[config.mk]
export PLATFORM = sky130hd
export DESIGN_NAME = wb_register_file
export DESIGN_NICKNAME = d
export VERILOG_FILES = /design/src/rtl/wb_register_file.sv
export SDC_FILE = /design/constraint.sdc
export NUM_CORES = 2
export LEC_CHECK = 0
export CORE_MARGIN = 3
export CORE_UTILIZATION = 35
export DETAILED_ROUTE_END_ITERATION = 8
export GPL_ROUTABILITY_DRIVEN = 0
export PLACE_DENSITY = 0.53
export SETUP_SLACK_MARGIN = 0.05
export SLEW_MARGIN = 20
export SYNTH_ARGS = -nofsm -noshare
export SYNTH_HDL_FRONTEND = slang
export SYNTH_SLANG_ARGS = --single-unit
[constraint.sdc]
create_clock -name clock -period 3.1 [get_ports clock]
set_input_delay 0.62 -clock clock [delete_from_list [all_inputs] [get_ports clock]]
set_output_delay 0.62 -clock clock [all_outputs]
set_load 0.02 [all_outputs]
[src/rtl/wb_register_file.sv]
// Write-back stage and 32-entry architectural register file with commit tracking.
// Define WB_REGFILE_BYPASS_EN to forward the pending write-back value to the read ports.
module wb_register_file #(
    parameter int DATA_WIDTH  = 32,
    parameter int ADDR_WIDTH  = 5,
    parameter int COUNT_WIDTH = 32
) (
    input  logic                   clock,
    input  logic                   reset,
    input  logic                   wwreg,
    input  logic                   wm2reg,
    input  logic [ADDR_WIDTH-1:0]  wdestReg,
    input  logic [DATA_WIDTH-1:0]  wr,
    input  logic [DATA_WIDTH-1:0]  wdo,
    input  logic [ADDR_WIDTH-1:0]  rs,
    input  logic [ADDR_WIDTH-1:0]  rt,
    output logic [DATA_WIDTH-1:0]  qa,
    output logic [DATA_WIDTH-1:0]  qb,
    output logic [DATA_WIDTH-1:0]  wbData,
    output logic [COUNT_WIDTH-1:0] commitCount,
    output logic [ADDR_WIDTH-1:0]  lastDest,
    output logic [DATA_WIDTH-1:0]  lastData
);
    localparam int DEPTH = 2 ** ADDR_WIDTH;

    logic [DATA_WIDTH-1:0]  regs_q [DEPTH];
    logic [COUNT_WIDTH-1:0] count_q, count_d;
    logic [ADDR_WIDTH-1:0]  last_dest_q;
    logic [DATA_WIDTH-1:0]  last_data_q;
    logic                   commit;

    assign wbData = wm2reg ? wdo : wr;

    // Writes to $0 are dropped entirely so they neither store nor count.
    assign commit  = wwreg && (wdestReg != '0) && !reset;
    assign count_d = count_q + COUNT_WIDTH'(1);

    always_ff @(posedge clock) begin
        if (reset) begin
            for (int i = 0; i < DEPTH; i++) begin
                regs_q[i] <= '0;
            end
            count_q     <= '0;
            last_dest_q <= '0;
            last_data_q <= '0;
        end else if (commit) begin
            regs_q[wdestReg] <= wbData;
            count_q          <= count_d;
            last_dest_q      <= wdestReg;
            last_data_q      <= wbData;
        end
    end

`ifdef WB_REGFILE_BYPASS_EN
    // commit already excludes reset and $0, so the forward path inherits both guards.
    assign qa = (rs == '0) ? '0 : ((commit && rs == wdestReg) ? wbData : regs_q[rs]);
    assign qb = (rt == '0) ? '0 : ((commit && rt == wdestReg) ? wbData : regs_q[rt]);
`else
    assign qa = (rs == '0) ? '0 : regs_q[rs];
    assign qb = (rt == '0) ? '0 : regs_q[rt];
`endif

    assign commitCount = count_q;
    assign lastDest    = last_dest_q;
    assign lastData    = last_data_q;

endmodule

==> flow_summary.toml <==
[grt]
busiest_layer = "met2"
grt_max_degree = 58
grt_pass1_vias = 38000
antenna_found_initial = 2
use_met2_pct = 37.2
use_met1_pct = 33.3
grt_pass1_wl_um = 279000
use_met3_pct = 5.66
grt_use_total_pct = 23.9
globalRouteOverflowTotal = 0

[yosys]
synth_most_common_cell = "nor2_1"
syn-cell-area_sq_mm = 0.0550
yosys_warnings = 0
synthFlopType = "edfxtp_1"
ys_top_cells_by_count = "nor2_1, edfxtp_1, mux4_2"
synth_seq_area_share_pct = 58.4
synth_area_leader_cell = "edfxtp_1"
yosys-top-cells-area = "edfxtp_1, mux4_2, nor2_1, mux2i_1, dfxtp_1"
synth-seq-cells = 1093
syn_area_per_cell_sq_um = 14.3
synthArstFlopShare_pct = 0
yosys.area.top_type_share_pct = 55.9
synth-edff-count = 1024
synthCells = 3842
yosysUniqueCellTypes = 48

[setup_path]
path_max_fanout = 2
worstSetupStartpointType = "register"
crit_type = "register to output pin"
critPathCaptureType = "output pin"
arrival_ns = 2.82
required_ns = 2.48

[sta]
hold_viol = 0
min_period_ns = 3.44
holdWs_ns = 0.229
finClkSkew_ns = 0.0188
setup_viol = 60
fmax_mhz = 291
relSlewSlack_pct = 36.6
setup_slack_ns = -0.336
period_share_pct = 111
rsz0062_at_grt = "true"
max_slew.worst_pin.slew_ns = 0.951
slew_viol_final = 0
final.setup.tns_ns = -6.92

[cells_and_area]
drive_above_1_share_pct = 36.0
instances_no_fill = 6551
fin_area_sq_mm = 0.0704
fin_nets = 4492
syn2layout_area_growth_pct = 28.1

[power]
pwr-share-comb_pct = 16.9
switching_share_pct = 26.3
seqPwrFrac_pct = 45.8
power_mw = 37.8
leakage_nw = 25.3
peakVddDrop_v = 0.000498
p_int_mw = 27.9
power_density_mw_per_mm2 = 537
p_sw_mw = 9.97
clock_power_share_pct = 37.3

[cts]
cts_hold_buf = 0
clkTransAtPathRegs_ns = 0.06
tritoncts = "yes"
ctsHtreeMaxLevel = 3
clock-sinks = 1093
clockRootBuffer = "clkbuf_16"
clkLatencyLatePin_ns = 0.75
cts_buffers = 118
cts_max_path_buffers = 3

[floorplanning]
start_util_pct = 35.4
die_area_sq_mm = 0.162
die_h_um = 402
core_area_sq_mm = 0.155
num_io_pins = 248
num_rows = 144
die_w_um = 402

[run]
maxCapViolations = 0

[placement]
placed_cells = 6264
post_dp_cell_area_sq_mm = 0.0644
numPortBuffers = 247
hpwlAfterDp_um = 130000

[outcome]
status = "finished with violations"
violations = "negative setup slack"

[drt]
wl_per_cell_um = 30.1
firstDrtPassIters = 8
num_vias = 37900
drcViolationCount = 0
finalWirelength_um = 197000
drt_iter0_markers = 4503
viasPerCell = 5.78
ant_nets = 0

[worst_hold_path]
min_path_type = "primary input to register"
-- worst max-delay path: stages, from the launching register on --
cell and delay [ns]:
edfxtp_1 0.42, mux4_2 0.50, mux2i_2 0.21, nor2_1 0.08, a221oi_2 0.29, buf_4 0.18
a221oi_2 0.05, buf_4 0.21, buf_6 0.14
-- timing repair --
item                                    4_1_cts  5_1_grt
endpoints found under the setup margin       64       64
cloned                                        2        5
pin swaps                                    25       27
resized for setup                           426      100
setup buffers                                10       62
-- stage by stage --
stage,utilization [%],setup slack [ns]
2_1_floorplan,-,0.0451
5_1_grt,45.4,-0.381
3_5_place_dp,41.5,-1.01
3_3_place_gp,41.5,-1.04
4_1_cts,44.7,-0.360
6_report,45.4,-0.336
-- per-layer routing --
metal / vias up / part of all wire (%)
met5: - / 0
met4: 0 / 3.3
met3: 317 / 9.0
met2: 1846 / 46
met1: 19900 / 41
li1: 15800 / -
-- kinds of logic after synthesis --
kind of cell | count (synthesis) | share of synthesized area [%]
other | 1 | 0.00682
xor gates and xnor gates | 29 | 0.462
AOI/OAI and AO/OA | 263 | 3.50
muxes | 736 | 25.1
and+or+nand+nor | 1277 | 9.20
adders and majority gates | 1 | 0.0228
DFF | 1093 | 58.4
buffers and inverters | 442 | 3.25
-- registers in the layout, summed over array words and instances (netlist names) --
register	count
commitCount	32
lastData	32
lastDest	5
regs_q	1024
-- cell type report --
type | instances | area [sq um]
Sequential cell | 1093 | 32100
Fill cell | 13600 | 84700
Multi-Input combinational cell | 2338 | 23100
Timing Repair Buffer | 821 | 8720
Tap cell | 2044 | 2560
Clock buffer | 149 | 3100
Clock inverter | 68 | 666
Antenna cell | 2 | 5.00
Inverter | 36 | 135
-- power by group through the flow --
stage / registers [mW] / clock network, mW / logic, mW
4_1_cts: 17.3 / 14.3 / 6.21
3_5_place_dp: 17.6 / 0 / 5.87
5_1_grt: 17.4 / 14.9 / 6.66
2_1_floorplan: 17.5 / 0 / 3.03
3_3_place_gp: 17.6 / 0 / 5.86
6_report: 17.3 / 14.1 / 6.40
-- final timing paths --
kind / slack, ns / to / from / cells after the start
worst max-delay path: -0.34 / qb[2] / regs_q[27][2] / 8
worst min-delay path: 0.23 / commitCount[27] / reset / 2
worst max register to register: 0.80 / commitCount[31] / commitCount[15] / 5
worst min register to register: 0.50 / lastData[9] / lastData[9] / 2
-- cells in the final DEF (no fill, tap or decap), types with 60 or more instances in the layout --
cell type,n
mux4_2,512
edfxtp_1,1024
dfxtp_1,69
a221oi_2,80
nor2_1,1106
buf_12,126
clkdlybuf4s50_1,171
buf_6,60
mux2i_1,137
buf_4,432
clkbuf_16,123
(Power assumes the default switching activity.)
